<file path="config.mk">
export PLATFORM = sky130hd
export DESIGN_NAME = mac_arbiter
export DESIGN_NICKNAME = d
export VERILOG_FILES = /design/src/rtl/mac_arbiter.sv
export SDC_FILE = /design/constraint.sdc
export NUM_CORES = 1
export LEC_CHECK = 0
export CORE_UTILIZATION = 37
export DETAILED_ROUTE_END_ITERATION = 7
export GPL_TIMING_DRIVEN = 0
export PLACE_DENSITY_LB_ADDON = 0.15
export SLEW_MARGIN = 15
export SYNTH_ARGS = -nofsm -noshare
export SYNTH_HDL_FRONTEND = slang
export SYNTH_SLANG_ARGS = --single-unit
export TNS_END_PERCENT = 20
</file>
<file path="constraint.sdc">
create_clock -name clk -period 2.21 [get_ports clk]
set_input_delay 0.221 -clock clk [delete_from_list [all_inputs] [get_ports clk]]
set_output_delay 0.221 -clock clk [all_outputs]
set_load 0.05 [all_outputs]
</file>
<file path="src/rtl/mac_arbiter.sv">
// Round-robin arbiter sharing one signed multiplier among N requesters, with product routing
// by a tag pipeline and a per-sample-period multiply budget counter.
module mac_arbiter #(
  parameter int unsigned W       = 16,
  parameter int unsigned N       = 4,
  parameter int unsigned MUL_LAT = 2,
  parameter int unsigned CW      = 12
) (
  input  logic             clk,
  input  logic             rst_n,
  input  logic             sample_clk,
  input  logic [N-1:0]     req_valid,
  input  logic [N*W-1:0]   req_a,
  input  logic [N*W-1:0]   req_b,
  output logic [N-1:0]     req_ready,
  output logic [N-1:0]     rsp_valid,
  output logic [2*W-1:0]   rsp_data,
  output logic [W-1:0]     mul_a,
  output logic [W-1:0]     mul_b,
  input  logic [2*W-1:0]   mul_p,
  output logic [CW-1:0]    ops_last,
  output logic             overrun
);

  localparam int unsigned   IW      = (N > 1) ? $clog2(N) : 1;
  localparam logic [CW-1:0] CntMax  = '1;
  localparam logic [IW-1:0] LastRst = IW'(N - 1);

  logic [IW-1:0]      last_q;
  logic [IW-1:0]      grant_idx;
  logic               hs;
  logic [MUL_LAT-1:0] tag_v_q;
  logic [IW-1:0]      tag_idx_q [MUL_LAT];
  logic [CW-1:0]      cnt_q;
  logic [CW-1:0]      cnt_inc;

  // Scan cyclically starting just after the last granted index.
  always_comb begin
    int unsigned cand;
    logic [IW-1:0] cidx;
    cand      = 0;
    cidx      = '0;
    hs        = 1'b0;
    grant_idx = last_q;
    req_ready = '0;
    for (int unsigned k = 1; k <= N; k++) begin
      cand = (32'(last_q) + k) % N;
      cidx = IW'(cand);
      if (!hs && req_valid[cidx]) begin
        hs        = 1'b1;
        grant_idx = cidx;
      end
    end
    req_ready[grant_idx] = hs;
  end

  always_ff @(posedge clk or negedge rst_n) begin
    if (!rst_n) begin
      last_q <= LastRst;
      mul_a  <= '0;
      mul_b  <= '0;
    end else if (hs) begin
      last_q <= grant_idx;
      mul_a  <= req_a[grant_idx*W +: W];
      mul_b  <= req_b[grant_idx*W +: W];
    end
  end

  // Tag stage MUL_LAT-1 lines up with the multiplier output.
  always_ff @(posedge clk or negedge rst_n) begin
    if (!rst_n) begin
      tag_v_q <= '0;
      for (int unsigned i = 0; i < MUL_LAT; i++) tag_idx_q[i] <= '0;
    end else begin
      tag_v_q[0]   <= hs;
      tag_idx_q[0] <= grant_idx;
      for (int unsigned i = 1; i < MUL_LAT; i++) begin
        tag_v_q[i]   <= tag_v_q[i-1];
        tag_idx_q[i] <= tag_idx_q[i-1];
      end
    end
  end

  always_comb begin
    rsp_valid = '0;
    if (tag_v_q[MUL_LAT-1]) rsp_valid[tag_idx_q[MUL_LAT-1]] = 1'b1;
  end

  assign rsp_data = mul_p;

  // Saturating cnt + handshake; a handshake on the sample strobe closes into ops_last.
  assign cnt_inc = (hs && (cnt_q != CntMax)) ? cnt_q + 1'b1 : cnt_q;

  always_ff @(posedge clk or negedge rst_n) begin
    if (!rst_n) begin
      cnt_q    <= '0;
      ops_last <= '0;
      overrun  <= 1'b0;
    end else begin
      if (sample_clk) begin
        ops_last <= cnt_inc;
        cnt_q    <= '0;
      end else begin
        cnt_q    <= cnt_inc;
      end
      if (sample_clk && |(req_valid & ~req_ready)) overrun <= 1'b1;
    end
  end

endmodule

</file>
## Word level (Yosys, flattened, before mapping)

Index checks and enable logic that the tools add are counted.

- Add/sub/neg operators: 5
- $lt $le $gt $ge: 8
- Equality and inequality tests: 1
- Shifts and indexed selects: 2
- Multiplexer cells: 23
- Bitwise logic cells: 3
- Reductions and logical operators: 11

Operators by type and width:

| operator | count |
|---|---|
| $shiftx 64x7->16 | 2 |
| $mux 12 | 2 |
| $lt 2x3->1 const B | 6 |
| $add 12x1->12 const B | 1 |
| $ne 12x12->1 const B | 1 |
| $mux 1 | 10 |
| $and 4x4->4 | 2 |
| $bmux 1 s2 | 4 |
| $mux 2 | 4 |
| $logic_and 1x1->1 | 7 |
| $add 2x1->2 const B | 2 |
| $add 2x2->2 const B | 2 |
| $demux 1 s2 | 2 |
| $ge 2x1->1 const B | 2 |
| $mux 4 | 1 |
| $not 4->4 | 1 |
| $reduce_or 4->1 | 1 |
| $logic_not 1->1 | 3 |

- Register bits: 65
- Input port bits: 167
- Logic and storage cells: 62

## Logic depth before layout (Yosys ltp)

Gate-level depths: netlist of the first run.

- Depth after elaboration: 22
- Mapped depth: 8
- Mapped depth without buffers: 6

## Worst setup path after synthesis of the first run

OpenSTA, ideal clock, no wires.

- Kind: reg2out
- From: reg last_q[1]
- To: out req_ready[1]
- Arrival time: 2.902 ns
- Data required time: 1.989 ns
- Path slack: -0.913 ns
- Stages on the path, launching flop included: 8
- Path buffers: 3
- Path through: dfstp_2 -> clkbuf_1 -> nand2_1 -> a21oi_1 -> a311oi_2 -> buf_6 -> buf_4 -> nor4_1

- Word-level cells in the longest chain between the ends: 18
- Elaborated cells between the ends (all ways): 32

RTL lines:

| what | RTL line | RTL |
|---|---|---|
| start, declared | 29 | `logic [IW-1:0] last_q;` |
| start signal, assigned | 59 | `last_q <= LastRst;` |
| start signal, assigned | 63 | `last_q <= grant_idx;` |
| $add 2x1->2 | 47 | `cand = (32'(last_q) + k) % N;` |
| $bmux 1 s2 | 49 | `if (!hs && req_valid[cidx]) begin` |
| $mux 1 (implied by the code) | 49 |  |
| $mux 1 | 49 |  |
| $logic_not 1->1 | 49 |  |
| $logic_and 1x1->1 | 49 |  |
| $mux 1 | 49 |  |
| $logic_not 1->1 | 49 |  |
| (+2 left out) | n/a |  |
| $logic_not 1->1 | 49 |  |
| $logic_and 1x1->1 | 49 |  |
| $mux 2 | 49 |  |
| $lt 2x3->1 (implied by the code) or $ge 2x1->1 (tied branches) | 54 | `req_ready[grant_idx] = hs;` |
| $logic_and 1x1->1 (implied by the code) | 54 |  |
| $mux 1 (implied by the code) | 54 |  |
| $demux 1 s2 | 54 |  |
| $and 4x4->4 (no line) (*) | n/a |  |
| end, declared | 15 | `output logic [N-1:0] req_ready,` |

Mark *: on every way between the ends. The rest lies on a longest branch, timed or not. The select of a mux whose other input is x is not followed.

## Worst setup path after layout of the first run

- From: reg last_q[1]
- To: out req_ready[0]

Same word-level chain as after synthesis.

==> reports/metrics.csv, run 1 <==
metric;value;unit
status;completed;
die_y;104.9;µm
gr-total-overflow;0;
path_delay_family;simple AND/OR/NAND/NOR gates;
syn-mean-instance-area;10.94;µm²
synth_top_family_by_area;multiplexers;
hold_ws;0.2779;ns
dr.pass1.iters;4;
r2r_end;mul_b[1]$_DFFE_PN0P_;
synth_fp_nets;526;
r2r_cells;7;
drive_gt1_share;19.50;%
clockBufferDepth;2;
r2r-start;last_q[1]$_DFFE_PN1P_;
htree_levels;3;
cts_tree;done;
slew_violations;0;
hpwl;9.281;mm
min_from;sample_clk;
drt_iter0_markers;71;
ys.flop_type;dfrtp_1;
yosys.area_share.simple;12.71;%
cts_sinks;65;
worst-path-max-fanout;9;
rrSetupSlack;0.10;ns
synth_cells;358;
critical_path.max_stage_delay;0.63;ns
cts-root-buf;clkbuf_8;
synthXorXnorAreaFrac;2.236;%
placed_cells;713;
fmax;464.8;MHz
critPathLaunchType;flop;
endpoint_kind;output port;
ys.warnings.count;0;
synth_edf_count;0;
maxCapViolCount;0;
worst-setup-path-type;reg -> out;
grt_first_pass_wirelength;18.91;mm
die_w;104.9;µm
critPathRequiredTime;1.99;ns
rows;37;
critPathSlowestCell;dfstp_2;
synth_compound_area_share;15.27;%
finalNonFillerCells;736;
area_growth;69.53;%
core_area;10280;µm²
antenna_found_initial;0;
cp_cell_sequence;nor2b_1, nor3b_4, nor3_4, buf_6, and2_1, buf_4;
hold_path_class;in -> reg;
yosysSeqAreaShare;41.58;%
grtUsageTotal;21.75;%
critPathBufInv;2;
diodes;0;
viasPerCell;4.993;
finalCritPeriodShare;97.34;%
clk_latency;0.33;ns
ys_seq_elements;65;
cts_inserted_buffers;9;
drc_errors;0;
synthArstFlopShare;100.0;%
min_path_cells;2;
wl_per_cell;16.18;µm
worst_pin_slew;0.5947;ns
period_needed;2.151;ns
syn_area;3918;µm²
power.leakage;2.802;nW
grt_max_degree;54;
cp_data_arrival_time;1.93;ns
max-vdd-ir-drop;0.6129;mV
place.gp.congestion;0.8219;
drtAntennaViolNets;0;
final_cell_mix;212 x clkdlybuf4s50_1, 67 x mux2i_1, 63 x dfrtp_1;
p_per_area;1176;nW/µm²
die_area;11000;µm²
maxSlewHeadroom;60.02;%
wl;11.91;mm
hold_viol;0;
initial_core_util;38.12;%
synthAdderAreaFrac;0.3194;%
rsz0062_at_grt;true;
skew;0.01152;ns
synthMuxAreaShare;17.12;%
boundaryPins;252;
grt_pass1_vias;3741;
clk_pin_slew;0.07;ns
layout.nets;763;
final_common_cell;clkdlybuf4s50_1;
synth.distinct_cells;43;
via_count;3675;
final-setup-viol-count;0;
port-buffer-count;218;
worst_hold_path.endpoint;ops_last[11]$_DFFE_PN0P_;
[worst reg2reg max path: cells and delay by family, from the launching register on]
family	cells	cell delay [ns]
flip-flops	1	0.63
AO/OA/AOI/OAI	2	0.43
multiplexers	1	0.31
buffers and inverters	3	0.49
AND/OR/NAND/NOR	1	0.12
[metal layers]
metal,vias to the layer above,global-route usage [%],wire length [µm]
met5,-,0,0
met4,0,4.728,149
met3,12,5.926,865
met2,167,40.26,6358
met1,1761,24.81,4533
li1,1735,-,-
[power breakdown]
group          switching, mW  total (mW)  internal, mW
Combinational           2.92        4.99          2.07
Sequential             0.244        1.83          1.58
Clock                  0.443       0.994         0.550
Total                   3.61        7.81          4.20
[state kept, by name, indices dropped and copies added, names as in the netlist]
signal and flops:
tag_idx_q 4, last_q 2, cnt_q 12, tag_v_q 2, ops_last 12, mul_b 16
mul_a 16, overrun 1
[cell families (layout without fill, tap and decap cells)]
group           Yosys count  after routing
flops                    65             65
xor+xnor                 10             10
simple gates            103            103
compound gates           54             54
fa+ha+maj                 1              1
buf+inv                  58            300
mux                      67             67
[per-stage QoR]
stage / util, % / area [µm²] / power [mW] / setup TNS [ns] / worst slack (ns)
6_report: 64.62 / 6641 / 7.813 / 0 / 0.05869
5_1_grt: 64.62 / 6641 / 8.184 / -0.03476 / -0.02892
4_1_cts: 64.32 / 6610 / 7.857 / 0 / 0.01297
3_5_place_dp: 61.42 / 6312 / 6.661 / -15.44 / -1.317
3_3_place_gp: 61.18 / 6287 / 6.594 / -93.83 / -1.274
2_1_floorplan: - / 3935 / 5.097 / -0.04112 / -0.02145
[Yosys cell counts, drive strengths merged, types with 2 or more instances]
cell | instances | area (µm²)
nand2b | 3 | 18.77
a211o | 2 | 17.52
and2 | 2 | 12.51
dfstp | 2 | 52.55
nand2 | 8 | 30.03
dfrtp | 63 | 1577
nand3 | 4 | 20.02
mux2i | 67 | 670.6
xnor2 | 6 | 52.55
nand4 | 4 | 25.02
nor2 | 61 | 229.0
nor4 | 3 | 31.28
inv | 3 | 11.26
clkbuf | 7 | 26.28
xor2 | 4 | 35.03
nor2b | 3 | 18.77
buf | 47 | 380.4
nor3 | 5 | 35.03
a221oi | 32 | 461.7
a21oi | 14 | 70.07
o21ai | 2 | 10.01
nor3b | 3 | 22.52
[final cells by class]
class                           count  area (µm²)
Buffer                             52       407.9
Clock inverter                      3       40.04
Clock buffer                       13       148.9
Multi-Input combinational cell    235        1941
Fill cell                         872        3636
Timing Repair Buffer              228        2290
Inverter                            4       15.01
Sequential cell                    65        1629
Tap cell                          136       170.2
[worst max-delay path by stage]
stage / slack [ns] / end / from / cells after the start
floorplan: -0.02 / req_ready[1] / last_q[1]$_DFFE_PN1P_ / 7
global placement: -1.27 / mul_b[6]$_DFFE_PN0P_ / rst_n / 1
detailed placement: -1.32 / req_ready[3] / req_valid[1] / 7
CTS: 0.01 / req_ready[1] / last_q[1]$_DFFE_PN1P_ / 6
global route: -0.03 / req_ready[0] / last_q[1]$_DFFE_PN1P_ / 6
finish: 0.06 / req_ready[0] / last_q[1]$_DFFE_PN1P_ / 6
[what timing repair did]
item,in CTS,in global routing
pin swaps,3,1
cloned,0,0
hold buffers,1,0
hold endpoints to repair,12,0
buffers inserted,8,0
resized for setup,37,7
setup endpoints to repair,33,36
Note: power is estimated with default switching activity, not from simulation.
==> run 2: changes to the inputs <==
--- a/config.mk
+++ b/config.mk
@@ -5,7 +5,9 @@
 export SDC_FILE = /design/constraint.sdc
 export NUM_CORES = 1
 export LEC_CHECK = 0
-export CORE_UTILIZATION = 37
+export CELL_PAD_IN_SITES_DETAIL_PLACEMENT = 1
+export CELL_PAD_IN_SITES_GLOBAL_PLACEMENT = 1
+export CORE_UTILIZATION = 27
 export DETAILED_ROUTE_END_ITERATION = 7
 export GPL_TIMING_DRIVEN = 0
 export PLACE_DENSITY_LB_ADDON = 0.15
==> run 2 against run 1 <==
Sequential share of layout area shrank 1.2 points. Final area grew 5.2%. Clock skew shrank 0.0073 ns. Combinational power grew 6.0%. Highest routed layer unchanged. Cell count grew 7.2%. First-iteration DRC count shrank 7.0%. Fmax shrank 1.2%. Largest cell class unchanged. Sequential cell count is the same. Via count grew 1.4%. Utilization shrank 15 points.
==> reports/metrics.csv, run 2 (synthesis results as in run 1) <==
metric;value;unit;change
via_count;3728;;+1.4%
critical_path.max_stage_delay;0.57;ns;-0.06 ns
p_per_area;1236;nW/µm²;+5.1%
cp_data_arrival_time;1.96;ns;+0.03 ns
cts_inserted_buffers;9;;unchanged
max-vdd-ir-drop;0.4834;mV;-21%
drc_errors;0;;unchanged
grt_pass1_vias;3918;;+4.7%
critPathRequiredTime;1.99;ns;about the same
grt_max_degree;48;;-11%
hold_ws;0.2943;ns;+0.01640 ns
fmax;459.4;MHz;-1.2%
cts-root-buf;clkbuf_16;;
setup_tns;0;ns;unchanged
r2r_end;mul_b[13]$_DFFE_PN0P_;;
dr.pass1.iters;4;;unchanged
period_needed;2.177;ns;+0.02548 ns
hold_viol;0;;unchanged
rrSetupSlack;0.08;ns;-0.02 ns
endpoint_kind;output port;;
rsz0062_at_grt;true;;
clockBufferDepth;2;;unchanged
rows;43;;+16%
gr-total-overflow;0;;unchanged
worst-path-max-fanout;6;;-3
layout.nets;772;;+1.2%
startpoint;last_q[0]$_DFFE_PN1P_;;
wl_met1;5.296;mm;+17%
fillCellCount;1537;;+76%
wl_met3;1.022;mm;+18%
cts_sinks;65;;unchanged
power.leakage;2.925;nW;+4.4%
p_total;8.638;mW;+11%
critPathSlowestCell;dfstp_2;;
area_growth;78.38;%;
slew_violations;0;;unchanged
hpwl;10.71;mm;+15%
diodes;0;;unchanged
place.gp.congestion;0.7395;;-10%
fin_ws;0.03321;ns;-0.02548 ns
final_common_cell;clkdlybuf4s50_1;;
top_layer_used;met4;;
die_y;122.5;µm;+17%
port-buffer-count;218;;unchanged
drt_iter0_markers;66;;-7.0%
critPathLaunchType;flop;;
finalCritPeriodShare;98.50;%;+1.2 points
cts_tree;done;;
final_cell_mix;210 x clkdlybuf4s50_1, 63 x dfrtp_1, 58 x nor2_1;;
clk_pin_slew;0.06;ns;about the same
pre_cts_slack;-1.343;ns;-0.02661 ns
viasPerCell;4.725;;-5.4%
drtAntennaViolNets;0;;unchanged
worst_pin_slew;0.5687;ns;-0.02606 ns
worst-setup-path-type;reg -> out;;
hold_path_class;in -> reg;;
grt_first_pass_wirelength;20.66;mm;+9.3%
wl_per_cell;17.50;µm;+8.2%
wl_met2;7.255;mm;+14%
drive_gt1_share;23.48;%;+4.0 points
status;completed;;
maxSlewHeadroom;61.97;%;+1.9 points
maxCapViolCount;0;;unchanged
r2r_cells;9;;+2
die_w;122.5;µm;+17%
htree_levels;3;;unchanged
grtUsageTotal;18.21;%;-3.5 points
die_area;15000;µm²;+36%
antenna_found_initial;0;;unchanged
skew;0.004209;ns;-0.007315 ns
core_area;14040;µm²;+37%
top_regs;mul_a: 16 flops, mul_b: 16 flops;;
clk_latency;0.33;ns;about the same
wl;13.81;mm;+16%
critical_path.endpoint;req_ready[2];;
initial_core_util;27.90;%;-10 points
final-setup-viol-count;0;;unchanged
cp_cell_sequence;nand2b_4, nor2_2, a311oi_2, buf_4, buf_8, and2_1, buf_6;;
r2r-start;last_q[0]$_DFFE_PN1P_;;
boundaryPins;252;;unchanged
run 2: changes by cell type in the layout (fill, tap and decap cells not counted), sizes merged, moves of 2 or more:
cell / before / now
buf: 60 / 67
clkdlybuf4s50: 212 / 210
dlymetal6s2s: 0 / 2
clkbuf: 19 / 17
run 2: final cells by class:
| class | instances | area [µm²] | share of cell area (%) |
|---|---|---|---|
| inverters | 4 | 15.01 | 0.2149 |
| flip-flops and latches | 65 | 1629 | 23.31 |
| well taps | 180 | 225.2 | 3.223 |
| clock buffers | 9 | 225.2 | 3.223 |
| multi-input cells | 235 | 2023 | 28.95 |
| clock inverters | 7 | 95.09 | 1.361 |
| plain buffers | 52 | 420.4 | 6.016 |
| repair buffers | 237 | 2355 | 33.70 |
run 2: metrics by stage:
step                instance area, µm²  utilization [%]  instances
CTS                               6820            48.57        782
detailed placement                6367            45.34        757
global route                      6988            49.76        789
global placement                  6342            45.17        756
finish                            6988            49.76        789
floorplan                         3935                -        358
run 2: worst max-delay path, delay by kind of cell (launching register included):
kind	cells	cell delay (ns)
compound gates	1	0.25
buf+inv	3	0.45
flops	1	0.57
simple gates	3	0.35
run 2: worst min path at each step:
| stage | start | endpoint | slack, ns | cells after the start |
|---|---|---|---|---|
| 6_report | sample_clk | ops_last[11]$_DFFE_PN0P_ | 0.29 | 2 |
| 5_1_grt | sample_clk | ops_last[11]$_DFFE_PN0P_ | 0.32 | 2 |
| 4_1_cts | sample_clk | ops_last[11]$_DFFE_PN0P_ | 0.29 | 2 |
| 3_5_place_dp | rst_n | ops_last[6]$_DFFE_PN0P_ | 0.12 | 1 |
| 3_3_place_gp | tag_v_q[0]$_DFF_PN0_ | tag_v_q[1]$_DFF_PN0_ | 0.33 | 0 |
| 2_1_floorplan | rst_n | cnt_q[0]$_DFF_PN0_ | -0.07 | 0 |
run 2: per-layer routing:
layer	GRT usage (%)	vias up
li1	-	1754
met1	20.30	1806
met2	33.15	155
met3	4.879	13
met4	6.174	0
met5	0	-
run 2: what timing repair did:
action / 4_1_cts / 5_1_grt
endpoints found under the setup margin: 36 / 43
setup buffers: 10 / 6
gates cloned: 0 / 1
endpoints found under the hold margin: 18 / 0
hold buffers: 1 / 0
pin swaps: 4 / 0
gates resized for setup: 40 / 29
run 2: power breakdown:
group | leakage [nW] | internal [mW] | switching [mW]
logic | 2.01 | 2.25 | 3.04
clock network | 0.155 | 0.986 | 0.540
registers | 0.765 | 1.58 | 0.239
